### src/rtl/fp32_add_issue_pkg.sv
// rtl/fp32_add_issue_pkg.sv - fp32 type and field helpers shared by the fp32_add issue stage
package fp32_add_issue_pkg;

    typedef logic [31:0] fp32_t;

    function automatic logic fp32_sign(input fp32_t x);
        return x[31];
    endfunction

    function automatic logic [7:0] fp32_exp(input fp32_t x);
        return x[30:23];
    endfunction

    function automatic logic [22:0] fp32_mant(input fp32_t x);
        return x[22:0];
    endfunction

    function automatic logic fp32_is_subnormal(input fp32_t x);
        return (fp32_exp(x) == 8'd0) && (fp32_mant(x) != 23'd0);
    endfunction

    // Subnormals become a zero of the same sign; everything else passes through.
    function automatic fp32_t fp32_ftz(input fp32_t x);
        return fp32_is_subnormal(x) ? {fp32_sign(x), 31'd0} : x;
    endfunction

endpackage

### src/rtl/fp32_issue_fifo.sv
// rtl/fp32_issue_fifo.sv - parameterised synchronous FIFO with occupancy count
module fp32_issue_fifo #(
    parameter int WIDTH = 8,
    parameter int DEPTH = 16
) (
    input  logic                       clk,
    input  logic                       rst_n,
    input  logic                       push,
    input  logic [WIDTH-1:0]           push_data,
    input  logic                       pop,
    output logic [WIDTH-1:0]           pop_data,
    output logic                       empty,
    output logic                       full,
    output logic [$clog2(DEPTH):0]     count
);

    localparam int AW = $clog2(DEPTH);
    localparam int CW = AW + 1;
    localparam logic [CW-1:0] FULL_CNT = CW'(DEPTH);

    logic [WIDTH-1:0] mem [DEPTH];
    logic [AW-1:0]    wr_ptr;
    logic [AW-1:0]    rd_ptr;
    logic             do_push;
    logic             do_pop;

    assign empty    = (count == '0);
    assign full     = (count == FULL_CNT);
    assign do_pop   = pop && !empty;
    // A push into a full FIFO is only taken when a pop frees the slot in the same cycle.
    assign do_push  = push && (!full || do_pop);
    assign pop_data = mem[rd_ptr];

    // Pointers wrap naturally (power-of-two depth); count tracks occupancy.
    always_ff @(posedge clk or negedge rst_n) begin
        if (!rst_n) begin
            wr_ptr <= '0;
            rd_ptr <= '0;
            count  <= '0;
        end else begin
            if (do_push) wr_ptr <= wr_ptr + 1'b1;
            if (do_pop)  rd_ptr <= rd_ptr + 1'b1;
            case ({do_push, do_pop})
                2'b10:   count <= count + 1'b1;
                2'b01:   count <= count - 1'b1;
                default: count <= count;
            endcase
        end
    end

    // Storage array carries no reset; only pointers define validity.
    always_ff @(posedge clk) begin
        if (do_push) mem[wr_ptr] <= push_data;
    end

endmodule

### src/rtl/fp32_add_issue.sv
// rtl/fp32_add_issue.sv - credit-tracked issue stage for fp32_add; FP32_ISSUE_FTZ_EN flushes subnormal operands
module fp32_add_issue
    import fp32_add_issue_pkg::*;
#(
    parameter int ADD_LATENCY = 11,
    parameter int FIFO_DEPTH  = 16,
    parameter int TAG_W       = 8
) (
    input  logic             clk,
    input  logic             rst_n,
    input  logic             in_vld,
    output logic             in_rdy,
    input  logic [31:0]      in_a,
    input  logic [31:0]      in_b,
    input  logic [TAG_W-1:0] in_tag,
    output logic             add_op_vld,
    output logic [31:0]      add_a,
    output logic [31:0]      add_b,
    input  logic             add_result_vld,
    input  logic [31:0]      add_result,
    output logic             out_vld,
    input  logic             out_rdy,
    output logic [31:0]      out_result,
    output logic [TAG_W-1:0] out_tag,
    output logic             err_stray
);

    localparam int CW  = $clog2(FIFO_DEPTH) + 1;
    localparam int FCW = $clog2(ADD_LATENCY + 1);
    localparam logic [CW-1:0]  DEPTH_CNT = CW'(FIFO_DEPTH);
    localparam logic [FCW-1:0] FLUSH_CNT = FCW'(ADD_LATENCY);

    typedef enum logic {FLUSH, RUN} state_t;

    state_t           state;
    logic [FCW-1:0]   flush_cnt;
    logic [CW-1:0]    in_flight;
    logic [CW-1:0]    res_count;
    logic [CW-1:0]    credits;
    logic             accept;
    logic             ret_ok;
    logic             stray;
    logic             res_empty;
    logic             tag_empty;
    logic [TAG_W-1:0] tag_head;
    fp32_t            a_cond;
    fp32_t            b_cond;
    logic             unused_tag_full;
    logic             unused_res_full;
    logic [CW-1:0]    unused_tag_count;

`ifdef FP32_ISSUE_FTZ_EN
    assign a_cond = fp32_ftz(in_a);
    assign b_cond = fp32_ftz(in_b);
`else
    assign a_cond = in_a;
    assign b_cond = in_b;
`endif

    // Every slot is either holding a result or reserved by an operation in the adder.
    assign credits = DEPTH_CNT - res_count - in_flight;
    assign in_rdy  = (state == RUN) && (credits != '0);
    assign accept  = in_vld && in_rdy;
    assign ret_ok  = add_result_vld && (state == RUN) && (in_flight != '0) && !tag_empty;
    assign stray   = add_result_vld && (state == RUN) && (in_flight == '0);
    assign out_vld = !res_empty;

    // Drain leftover adder pipeline contents after reset before accepting work.
    always_ff @(posedge clk or negedge rst_n) begin
        if (!rst_n) begin
            state     <= FLUSH;
            flush_cnt <= FLUSH_CNT;
        end else begin
            case (state)
                FLUSH: begin
                    if (flush_cnt == '0) state <= RUN;
                    else                 flush_cnt <= flush_cnt - 1'b1;
                end
                default: state <= RUN;
            endcase
        end
    end

    // Register accepted operands toward the adder as a single-cycle pulse.
    always_ff @(posedge clk or negedge rst_n) begin
        if (!rst_n) begin
            add_op_vld <= 1'b0;
            add_a      <= '0;
            add_b      <= '0;
        end else begin
            add_op_vld <= accept;
            if (accept) begin
                add_a <= a_cond;
                add_b <= b_cond;
            end
        end
    end

    // Count operations issued but not yet returned by the adder.
    always_ff @(posedge clk or negedge rst_n) begin
        if (!rst_n) begin
            in_flight <= '0;
        end else begin
            case ({accept, ret_ok})
                2'b10:   in_flight <= in_flight + 1'b1;
                2'b01:   in_flight <= in_flight - 1'b1;
                default: in_flight <= in_flight;
            endcase
        end
    end

    // Sticky flag for a result arriving with nothing outstanding.
    always_ff @(posedge clk or negedge rst_n) begin
        if (!rst_n)     err_stray <= 1'b0;
        else if (stray) err_stray <= 1'b1;
    end

    // Tags wait here in issue order until their result comes back.
    fp32_issue_fifo #(
        .WIDTH (TAG_W),
        .DEPTH (FIFO_DEPTH)
    ) u_tag_fifo (
        .clk       (clk),
        .rst_n     (rst_n),
        .push      (accept),
        .push_data (in_tag),
        .pop       (ret_ok),
        .pop_data  (tag_head),
        .empty     (tag_empty),
        .full      (unused_tag_full),
        .count     (unused_tag_count)
    );

    // Results are stored already paired with the tag at the head of the tag FIFO.
    fp32_issue_fifo #(
        .WIDTH (32 + TAG_W),
        .DEPTH (FIFO_DEPTH)
    ) u_res_fifo (
        .clk       (clk),
        .rst_n     (rst_n),
        .push      (ret_ok),
        .push_data ({tag_head, add_result}),
        .pop       (out_vld && out_rdy),
        .pop_data  ({out_tag, out_result}),
        .empty     (res_empty),
        .full      (unused_res_full),
        .count     (res_count)
    );

endmodule

### config.mk
export PLATFORM = sky130hd
export DESIGN_NAME = fp32_add_issue
export DESIGN_NICKNAME = d
export VERILOG_FILES = /design/src/rtl/fp32_add_issue_pkg.sv /design/src/rtl/fp32_issue_fifo.sv /design/src/rtl/fp32_add_issue.sv
export SDC_FILE = /design/constraint.sdc
export NUM_CORES = 1
export LEC_CHECK = 0
export CAP_MARGIN = 15
export CORE_MARGIN = 3
export CORE_UTILIZATION = 45
export DETAILED_ROUTE_END_ITERATION = 10
export GPL_ROUTABILITY_DRIVEN = 0
export GPL_TIMING_DRIVEN = 0
export PLACE_DENSITY = 0.65
export RECOVER_POWER = 50
export SKIP_LAST_GASP = 1
export SYNTH_ARGS = -nofsm -noshare
export SYNTH_HDL_FRONTEND = slang
export SYNTH_SLANG_ARGS = --single-unit
### constraint.sdc
create_clock -name clk -period 4.65 [get_ports clk]
set_input_delay 1.395 -clock clk [delete_from_list [all_inputs] [get_ports clk]]
set_output_delay 1.395 -clock clk [all_outputs]
set_load 0.05 [all_outputs]
---- Yosys cells after proc, flatten, opt, wreduce, memory -nomap -nowiden ----
Memory sizes are Yosys's and may differ from the RTL's.
Index checks and enable logic that the tools add are counted.
operators by class
  add/subtract/negate cells ............... 13
  multiply operators ...................... 0
  divide/modulo/power cells ............... 0
  magnitude comparators ................... 0
  equality and inequality tests ........... 8
  shift operators ......................... 0
  multiplexer cells ....................... 9
  bitwise logic cells ..................... 2
  reduce and logical (&&, ||, !) cells .... 27
operators by type and width
  operator               number
  $pmux W5 S2            3
  $add A4 B1 Y4 const B  4
  $add A5 B1 Y5 const B  3
  $logic_not A5 Y1       3
  $sub A5 B1 Y5 const B  3
  $logic_and A1 B1 Y1    11
  $eq A5 B5 Y1 const B   2
  $reduce_bool A5 Y1     2
  $eq A2 B1 Y1 const B   3
  $eq A2 B2 Y1 const B   3
  $mux W1                6
  $reduce_bool A2 Y1     3
  $sub A5 B5 Y5          1
  $sub A5 B5 Y5 const A  1
  $logic_not A1 Y1       4
  $logic_not A4 Y1       1
  $sub A4 B1 Y4 const B  1
  $logic_or A1 B1 Y1     2
  $not A1 Y1             2
  $reduce_and A2 Y1      1
storage, ports and cells
  bits in registers ....................... 102
  latch bits .............................. 0
  memory bits (writable) .................. 768
  bits in read-only memories .............. 0
  input port bits ......................... 109
  output and inout port bits .............. 108
  word-level logic and storage cells ...... 74
  memories kept ........................... 2
memories
  memory          depth  bits a word  rd ports  clocked after Yosys merged registers in  wr ports  RTL line               text
  u_res_fifo.mem  16     40           1         0                                        1         fp32_issue_fifo.sv:21  logic [WIDTH-1:0] mem [DEPTH];
  u_tag_fifo.mem  16     8            1         0                                        1         fp32_issue_fifo.sv:21

---- Logic depth before layout (Yosys ltp) ----
Gate-level depths: netlist of run 1.
  depth after elaboration ................. 8
  depth in mapped cells ................... 16

---- Modules after synthesis ----
Synthesis of run 1 repeated with hierarchy kept, for this count alone.
unflattened totals
  cells, all modules ...................... 1618
  area, all modules ....................... 34025.1 µm²
modules (own cells, without submodules)
  module                         instances  cells each  area each (µm²)  sequential area each (µm²)
  fp32_issue_fifo at u_res_fifo  1          1090        24853.8          19543.7
  fp32_issue_fifo at u_tag_fifo  1          312         5796.8           4169.0
  fp32_add_issue                 1          216         3374.5           1905.6

---- Worst setup path before layout of run 1 ----
No wires, ideal clock.
  path type ............................... input-to-reg
  from .................................... input add_result_vld
  to ...................................... memory u_res_fifo.mem[7][0] (netlist name) (enable)
  setup time .............................. 487 ps
  arrival time ............................ 4767 ps
  data required time ...................... 4163 ps
  path slack .............................. -603 ps
  cell stages on the path ................. 4
  path buffers ............................ 0
  path through ............................ nand2_1 -> a221oi_4 -> nand3_1 -> nor3_1
on the way
  word-level cells in the longest chain between the ends .. 6
RTL lines
  element                            RTL line               text
  start: declaration                 fp32_add_issue.sv:19   input logic add_result_vld,
  $logic_and A1 B1 Y1 (3 in series)  fp32_add_issue.sv:64   assign ret_ok = add_result_vld && (state == RUN) && (in_flight != '0) && !tag_empty;
  $logic_and A1 B1 Y1                fp32_issue_fifo.sv:31  assign do_push = push && (!full || do_pop);
  $mux W1                            fp32_issue_fifo.sv:53  if (do_push) mem[wr_ptr] <= push_data;
  $mux W1 (not written as such)      fp32_issue_fifo.sv:53
  end: declaration                   fp32_issue_fifo.sv:21
No other way between the ends.

---- Worst setup path after layout of run 1 ----
  from .................................... register u_res_fifo.rd_ptr[1]
  to ...................................... output out_result[28]
on the way
  word-level cells in the longest chain between the ends .. 1
RTL lines
  element                   RTL line               text
  start: declaration        fp32_issue_fifo.sv:23  logic [AW-1:0] rd_ptr;
  start signal: assignment  fp32_issue_fifo.sv:42  if (do_pop) rd_ptr <= rd_ptr + 1'b1;
  $mem_v2 Z16 W40           n/a
  end: declaration          fp32_add_issue.sv:23   output logic [31:0] out_result,
No other way between the ends.

==> results of run 1 <==
## power groups by stage
stage,Sequential [mW],Combinational [mW],Clock [mW]
final,10.4,10.5,7.00
after global routing,10.5,11.2,7.47
after CTS,10.4,10.7,7.15
after detailed placement,10.6,10.9,0
after global placement,10.6,10.6,0
after floorplan,11.4,6.48,0
## worst register-to-register path, cell delays in order, from the launching register on
cell        delay [ns]
dfrtp_1           0.43
inv_1             0.12
ha_1              0.20
ha_1              0.23
fa_1              0.43
xor2_1            0.17
nor4_1            0.30
a31o_2            0.25
clkinvlp_2        0.39
nand2_1           0.29
ha_1              0.33
ha_1              0.32
a21o_1            0.17
a21oi_1           0.17
xor2_1            0.17
nor2_1            0.08
xnor2_1           0.13
## cell type report
| cell class | instances | area share |
|---|---|---|
| Inverter | 29 | 0.00272 |
| Buffer | 76 | 0.0111 |
| Clock inverter | 41 | 0.0112 |
| Tap cell | 959 | 0.0297 |
| Multi-Input combinational cell | 618 | 0.190 |
| Antenna cell | 1 | 0.0000619 |
| Clock buffer | 120 | 0.0602 |
| Sequential cell | 870 | 0.633 |
| Timing Repair Buffer | 247 | 0.0622 |
## final timing paths
| path | startpoint | endpoint | slack [ns] | cells past startpoint |
|---|---|---|---|---|
| max | u_res_fifo.rd_ptr[1]$_DFFE_PN0P_ | out_result[28] | 0.05 | 5 |
| min | add_a[27]$_DFFE_PN0P_ | add_a[27]$_DFFE_PN0P_ | 0.47 | 2 |
| max reg2reg | u_res_fifo.count[0]$_DFFE_PN0P_ | u_tag_fifo.count[4]$_DFFE_PN0P_ | 0.36 | 16 |
| min reg2reg | add_a[27]$_DFFE_PN0P_ | add_a[27]$_DFFE_PN0P_ | 0.47 | 2 |
| max in group asynchronous | rst_n | add_b[0]$_DFFE_PN0P_ | 0.85 | 2 |
| min in group asynchronous | rst_n | add_a[10]$_DFFE_PN0P_ | 1.23 | 1 |
## registers in the layout (all words and copies together), names as in the netlist
signal             flops
u_res_fifo.rd_ptr      4
u_tag_fifo.mem       128
in_flight              5
err_stray              1
u_tag_fifo.count       5
state                  1
u_tag_fifo.wr_ptr      4
add_a                 32
u_res_fifo.count       5
u_res_fifo.wr_ptr      4
add_op_vld             1
add_b                 32
u_res_fifo.mem       640
u_tag_fifo.rd_ptr      4
flush_cnt              4
## placed cells by master (no fill, tap or decap), types with 8 or more instances in the layout
master / count
a21oi_1: 9
and2_4: 8
buf_2: 18
buf_6: 27
bufinv_16: 9
clkbuf_1: 45
clkbuf_16: 89
clkbuf_2: 25
clkbuf_4: 13
clkbuf_8: 9
clkdlybuf4s15_2: 11
clkdlybuf4s50_1: 132
clkinv_1: 13
clkinv_2: 16
dfrtp_1: 98
dlygate4sd2_1: 16
dlygate4sd3_1: 42
edfxtp_1: 768
ha_1: 29
inv_1: 28
mux4_2: 240
nand2_1: 210
nor2_1: 14
o21ai_0: 11
xnor2_1: 17
xor2_1: 11
## layer usage
layer,wire (microns),part of all wire,global-route usage
met3,4490,0.061,0.0390
met1,29200,0.40,0.250
met2,38600,0.52,0.335
met4,1580,0.021,0.0497
met5,9,0.00012,0
## cells by family after synthesis
kind of cell | count (synthesis)
compound gates | 33
fa+ha+maj | 33
xor+xnor | 29
buf+inv | 106
simple gates | 277
flops | 870
mux | 246
## timing repair
item / 4_1_cts / 5_1_grt
setup endpoints to repair: 41 / 41
pin swaps: 0 / 0
cloned: 0 / 0
setup buffers: 0 / 0
resized for setup: 86 / 46
==> flow_summary.toml, run 1 <==
[floorplanning]
die_height_microns = 280
core_sq_um = 73600
pin_count = 217
die_x_microns = 280
num_rows = 99
start_util = 0.458
dieArea_sq_um = 78300

[global_routing]
grt_pass1_vias = 17318
grt_remaining_overflow = 0
grt_max_degree = 73
track_usage = 0.192
antenna_found_initial = 6
grt_pass1_wl_microns = 111000

[place]
dpl.cell_count = 2800
dpl.hpwl_microns = 44800
port_buffers = 216
place_area_sq_um = 37600
post-place-ws_ns = -0.284

[critical_path]
slowest_stage = "mux4_2"
critPathBufInv = 3
cp.arrival_ns = 3.21
worst_path_largest_cell_delay_ns = 0.53
crit_path_cell_trace = "buf_2 -> buf_2 -> mux4_2 -> mux4_2 -> dlygate4sd2_1"
critPathMaxFanout = 10
path_delay_family = "buffers and inverters"
crit_required_ns = 3.25
crit_type = "reg2out"
end_kind = "output port"
startpoint_type = "flip-flop"

[power]
power_leakage_nw = 13.8
internal_power_mw = 18.2
p_sw_frac = 0.349
p_seq_frac = 0.374
pwr-share-clk = 0.251
p_sw_mw = 9.73
power_density_nw_per_um2 = 690
power.total_mw = 27.9
vdd_drop_max_v = 0.000394
comb_power_share = 0.376

[sta]
fin_crit_ns = 4.60
rsz0062_at_grt = "yes"
setup_ws_ns = 0.0463
finalMaxSlewViolations = 105
finalSetupViolations = 0
slew_headroom = -0.192
hold_viol = 0
finClkSkew_ns = 0.0261
fmax_ghz = 0.217
tightest_slew_ns = 1.79
min_period_over_period = 0.990
hold_ws_ns = 0.474
setup_tns_ns = 0

[yosys]
synth_most_common_cell = "edfxtp_1"
yosys.area_share.simple = 0.0354
synth_edf_count = 768
muxShareOfSynthArea = 0.162
syn_nets = 1736
synth_seq_cells = 870
synth_top_area_frac = 0.684
avgSynthCellArea_sq_um = 21.2
yosysTopAreaCell = "edfxtp_1"
yosys_warnings = 0
synthFlopType = "edfxtp_1"
ys_seq_area_frac = 0.760
synth_compound_area_frac = 0.00698
synth_top_family_by_area = "multiplexers"
synthArstFlopShare = 0.117
synth_xor_area_frac = 0.00794
synth.top_cells.by_count = "edfxtp_1 (768), mux4_2 (240), nand2_1 (209), dfrtp_1 (99), clkbuf_1 (31)"
netlist_area_sq_um = 33700
synthAdderAreaFrac = 0.0131
synth_cells = 1594
synth_cell_types = 50
synth_area_leaders = "edfxtp_1 (68%), mux4_2 (16%), dfrtp_1 (7.3%)"

[final_layout]
nets = 2071
ff_latch_area_sq_um = 25600
drive_gt1_frac = 0.252
fin_util = 0.550
fin_cells = 2961
stdcell_area_sq_um = 40400
syn_to_final_growth_pct = 19.9
nFillCells = 5575
multiInputGateArea_sq_um = 7670

[cts]
htree_num_levels = 3
cts.sinks = 870
clkTransAtPathRegs_ns = 0.06
ctsHoldBuffers = 0
cts_buffer_depth = 3
clockRootBuffer = "clkbuf_16"
cts_made_buffers = 87
insertion_delay_ns = 0.63
cts_tree = "done"

[drt]
antenna_left = 0
first_iter_violations = 1444
wirelength_microns = 73900
firstDrtPassIters = 5
wire_per_inst_microns = 24.9
drc = 0
post_drt_via_cell_ratio = 5.51
vias = 16323

[outcome]
violations = "max-capacitance violations, max-slew violations"
status = "finished, violations left"

[worst_hold_path]
min_path_type = "reg2reg"

[run]
cap_violations = 2
No activity file was read; power rests on OpenSTA's default activity.
==> run 2: changes to the inputs <==
CTS_CLUSTER_SIZE = 25   (was unset)
==> results of run 2 <==
No change in the layout: final DEF, timing and power equal those of run 1.
==> run 3: changes to the inputs <==
GPL_ROUTABILITY_DRIVEN = unset   (was 0)
==> results of run 3 <==
No change in the layout: final DEF, timing and power equal those of run 1.
==> RTL change 1 (config.mk and constraints of run 3) <==
Put one more register stage on the output `err_stray`, cleared by the reset. The value now appears one clock later. The other outputs are not delayed to match.
--- a/src/rtl/fp32_add_issue.sv
+++ b/src/rtl/fp32_add_issue.sv
@@ -31,6 +31,8 @@
     localparam logic [FCW-1:0] FLUSH_CNT = FCW'(ADD_LATENCY);
 
     typedef enum logic {FLUSH, RUN} state_t;
+
+    logic err_stray_s0;
 
     state_t           state;
     logic [FCW-1:0]   flush_cnt;
@@ -111,8 +113,8 @@
 
     // Sticky flag for a result arriving with nothing outstanding.
     always_ff @(posedge clk or negedge rst_n) begin
-        if (!rst_n)     err_stray <= 1'b0;
-        else if (stray) err_stray <= 1'b1;
+        if (!rst_n)     err_stray_s0 <= 1'b0;
+        else if (stray) err_stray_s0 <= 1'b1;
     end
 
     // Tags wait here in issue order until their result comes back.
@@ -147,5 +149,13 @@
         .count     (res_count)
     );
 
+    always_ff @(posedge clk or negedge rst_n) begin
+        if (!rst_n) begin
+            err_stray <= '0;
+        end else begin
+            err_stray <= err_stray_s0;
+        end
+    end
+
 endmodule
 
Behaviour: no difference found for any inputs over 10 cycles, from zero or initial values and one cycle with rst_n low; that may be too few to reach the edited logic, so the function may still have changed.
==> RTL change 1 against run 3 <==
- the run still ends with max-capacitance violations, max-slew violations left
- sequential cell count increased by 1
- register-to-register slack got worse by 0.16 ns
- setup slack improved by 0.013 ns
- critical path depth increased by 1
- wire length decreased by 0.84%
- final area up 0.12%
- clock power increased by 2%
- total power grew 0.38%
- sequential power barely moved
- sequential share of layout area is essentially flat
- area after synthesis about the same
==> RTL change 1: results <==
[setup_path]
r2r_slack_ns = 0.20
r2r-start = u_res_fifo.count[1]
endpoint = out_result[11]

[logic_synthesis]
synth_area_leaders = edfxtp_1 (68%), mux4_2 (16%), dfrtp_1 (7.4%), nand2_1 (2.3%), ha_1 (1.1%)
synthArstFlopShare = 0.1183
syn_avg_cell_area_sq_um = 21.16
yosysSeqAreaShare = 0.7599
synthAdderAreaFrac = 0.01313
synth-xor-area-share = 0.007934

[cells_and_area]
clkbuf_count = 115
clock_area_frac = 0.07251
post_layout_nonfiller_instances = 2964
sh_seq_area = 0.6333
nNetsFinal = 2072
buf_share = 0.07251
signal_buffers = 322
fill_cells = 5572

[pwr]
leakagePower_nw = 13.80
vdd_drop_max_mv = 0.4703
p_sw_w = 0.009782

[routing]
drt-pass1-iter-count = 7
drt-total-wl_um = 73250
drtIter0Drc = 1399

[min_path]
hold_depth = 0
min_to = err_stray
min_from = err_stray_s0

[sta]
report.final.slew_viol_count = 106
fin_skew_ns = 0.02367
worst_pin_slew_ns = 1.825

[grt]
grt_util_met2 = 0.3260
antenna_found_initial = 7
grtUsageTotal = 0.1904
use_met1 = 0.2517
met3_usage = 0.04150
grt_pass1_wl_um = 110400

[clock_network]
cts_buffers = 88

[placement]
globalplace.congestion = 0.7754
dp_hpwl_um = 44610
dp_slack_ns = -0.2356

[status]
violations = max-capacitance violations, max-slew violations
status = complete, but fails checks

[die]
dieWidth_um = 279.8

[run]
maxCapViolCount = 2
## RTL change 1: cell types whose count changed in the layout (fill, tap and decap cells not counted), moves of 4 or more
cell      before  now
clkbuf_4      13    7
clkbuf_8       9    5
and2_4         8    4
clkbuf_1      45   38
clkinv_1      13    7
clkinv_2      16   23
buf_16         4    0
buf_4          0    6
buf_2         18   22
buf_12         4    8
and2_2         0    4
## RTL change 1: per-layer routing
metal | up-vias | part of all wire
li1 | 7090 | -
met1 | 8541 | 0.40
met2 | 584 | 0.51
met3 | 100 | 0.072
met4 | 2 | 0.018
met5 | - | 0.00018
## RTL change 1: timing repair
item | 4_1_cts | 5_1_grt
endpoints found under the setup margin | 41 | 40
resized for setup | 93 | 39
cloned | 0 | 0
pin swaps | 0 | 0
## RTL change 1: power groups by stage
stage               sequential, W  clock, W  combinational, W
floorplan                  0.0114         0           0.00648
global route               0.0105   0.00760            0.0111
finish                     0.0104   0.00711            0.0105
detailed placement         0.0106         0            0.0109
global placement           0.0106         0            0.0106
CTS                        0.0104   0.00727            0.0107
==> RTL change 2 (config.mk and constraints of run 3) <==
Without the edit above. The option `FP32_ISSUE_FTZ_EN` is turned on by a define.
--- a/src/rtl/fp32_add_issue.sv
+++ b/src/rtl/fp32_add_issue.sv
@@ -1,4 +1,6 @@
 // rtl/fp32_add_issue.sv - credit-tracked issue stage for fp32_add; FP32_ISSUE_FTZ_EN flushes subnormal operands
+`define FP32_ISSUE_FTZ_EN
+
 module fp32_add_issue
     import fp32_add_issue_pkg::*;
 #(
Function: no difference found for any inputs over 10 cycles, from zero or initial values and one cycle with rst_n low; that may be too few to reach the edited logic, so the function may still have changed.
==> RTL change 2 against run 3 <==
- the run still ends with max-capacitance violations, max-slew violations left
- sequential cell count unchanged
- sequential share of layout area shrank 0.31 points
- area after synthesis increased by 0.22%
- final area grew 0.49%
- wire length rose by 2.9%
- total power grew 0.47%
- utilization rose by 0.18 points
- setup slack better by 0.091 ns
==> RTL change 2: results <==
[cells_and_area]
diodes = 0
reg_top3 = u_res_fifo.mem x640, u_tag_fifo.mem x128
nNetsFinal = 2092
drive_gt1_frac = 0.2569
fill_cells = 5547

[setup_path]
cpMaxStageDelayCell = or4_4
endpoint = in_rdy
critPathTopFamily = adder cells
reg2reg_to = in_flight[4]
critPathMaxStageDelay_ns = 0.58
r2r_slack_ns = 0.30
worstPathArrival_ns = 3.12
r2r-start = in_flight[1]

[placement]
globalplace.congestion = 0.8530
dp.cells = 2815
placed_area_sq_um = 37610
dp_hpwl_um = 46740
dp_slack_ns = -0.4063

[routing]
drtIter0Drc = 1403
wl_per_cell_um = 25.49
vias = 16790

[logic_synthesis]
synthAdderAreaFrac = 0.01311
synthMuxAreaShare = 0.1625
yosysUniqueCellTypes = 45
synth_nets = 1756
syn_inst = 1614
synth_area_leaders = edfxtp_1 (68%), mux4_2 (16%), dfrtp_1 (7.3%), nand2_1 (1.8%), ha_1 (1.1%)
yosysSeqAreaShare = 0.7580
synth-xor-area-share = 0.007923
synth-compound-area-share = 0.009737

[grt]
grtUsageTotal = 0.1974
grt_pass1_wl_um = 114300
antenna_found_initial = 7
grt_max_degree = 54

[sta]
min_period_over_period = 0.9705
report.final.slew_viol_count = 53
worst_hold_slack_ns = 0.4666
slew_headroom = -1.027

[clock_network]
root_buffer = clkbuf_16
cts_buffers = 88

[min_path]
min_to = add_b[21]
min_from = add_b[21]

[pwr]
vdd_drop_max_mv = 0.4698
leakagePower_nw = 13.75

[status]
violations = max-capacitance violations, max-slew violations
status = complete, but fails checks

[run]
maxCapViolCount = 1
[RTL change 2: layout make-up]
| type | instances | area (sq um) | area share |
|---|---|---|---|
| flip-flops and latches | 870 | 25620 | 0.6303 |
| well taps | 959 | 1200 | 0.02952 |
| inverters | 28 | 105.1 | 0.002586 |
| clock buffers | 118 | 2469 | 0.06073 |
| clock inverters | 46 | 447.9 | 0.01102 |
| multi-input cells | 637 | 7845 | 0.1930 |
| plain buffers | 78 | 434.2 | 0.01068 |
| repair buffers | 247 | 2526 | 0.06215 |
[RTL change 2: layer usage]
metal / vias to the layer above / track usage / routed length, um / part of all wire
li1: 7238 / - / - / -
met1: 8815 / 0.2602 / 30630 / 0.40
met2: 598 / 0.3371 / 38590 / 0.51
met3: 137 / 0.03961 / 4813 / 0.063
met4: 6 / 0.05547 / 1961 / 0.026
met5: - / 0 / 36 / 0.00047
[RTL change 2: repair_timing]
action                     4_1_cts  5_1_grt
setup buffers                    1        4
hold endpoints to repair         0        0
setup endpoints to repair       42       42
pin swaps                        0        1
resized for setup              162       40
[RTL change 2: power by group]
group | switching [W] | leakage [nW] | internal, W
Combinational | 0.00655 | 4.16 | 0.00404
Sequential | 0.000402 | 8.15 | 0.0100
Clock | 0.00290 | 1.43 | 0.00413
Total | 0.00986 | 13.7 | 0.0182
[RTL change 2: worst reg2reg max path, cell delays in order, from the launching register on]
cell	delay, ns
dfrtp_1	0.42
ha_1	0.29
inv_1	0.04
ha_1	0.20
fa_1	0.48
or4_4	0.58
o311ai_4	0.40
clkbuf_4	0.34
ha_1	0.25
inv_1	0.10
fa_1	0.40
nor2b_1	0.11
o21ai_0	0.13
and3_1	0.21
nor3_1	0.17
xor2_1	0.16
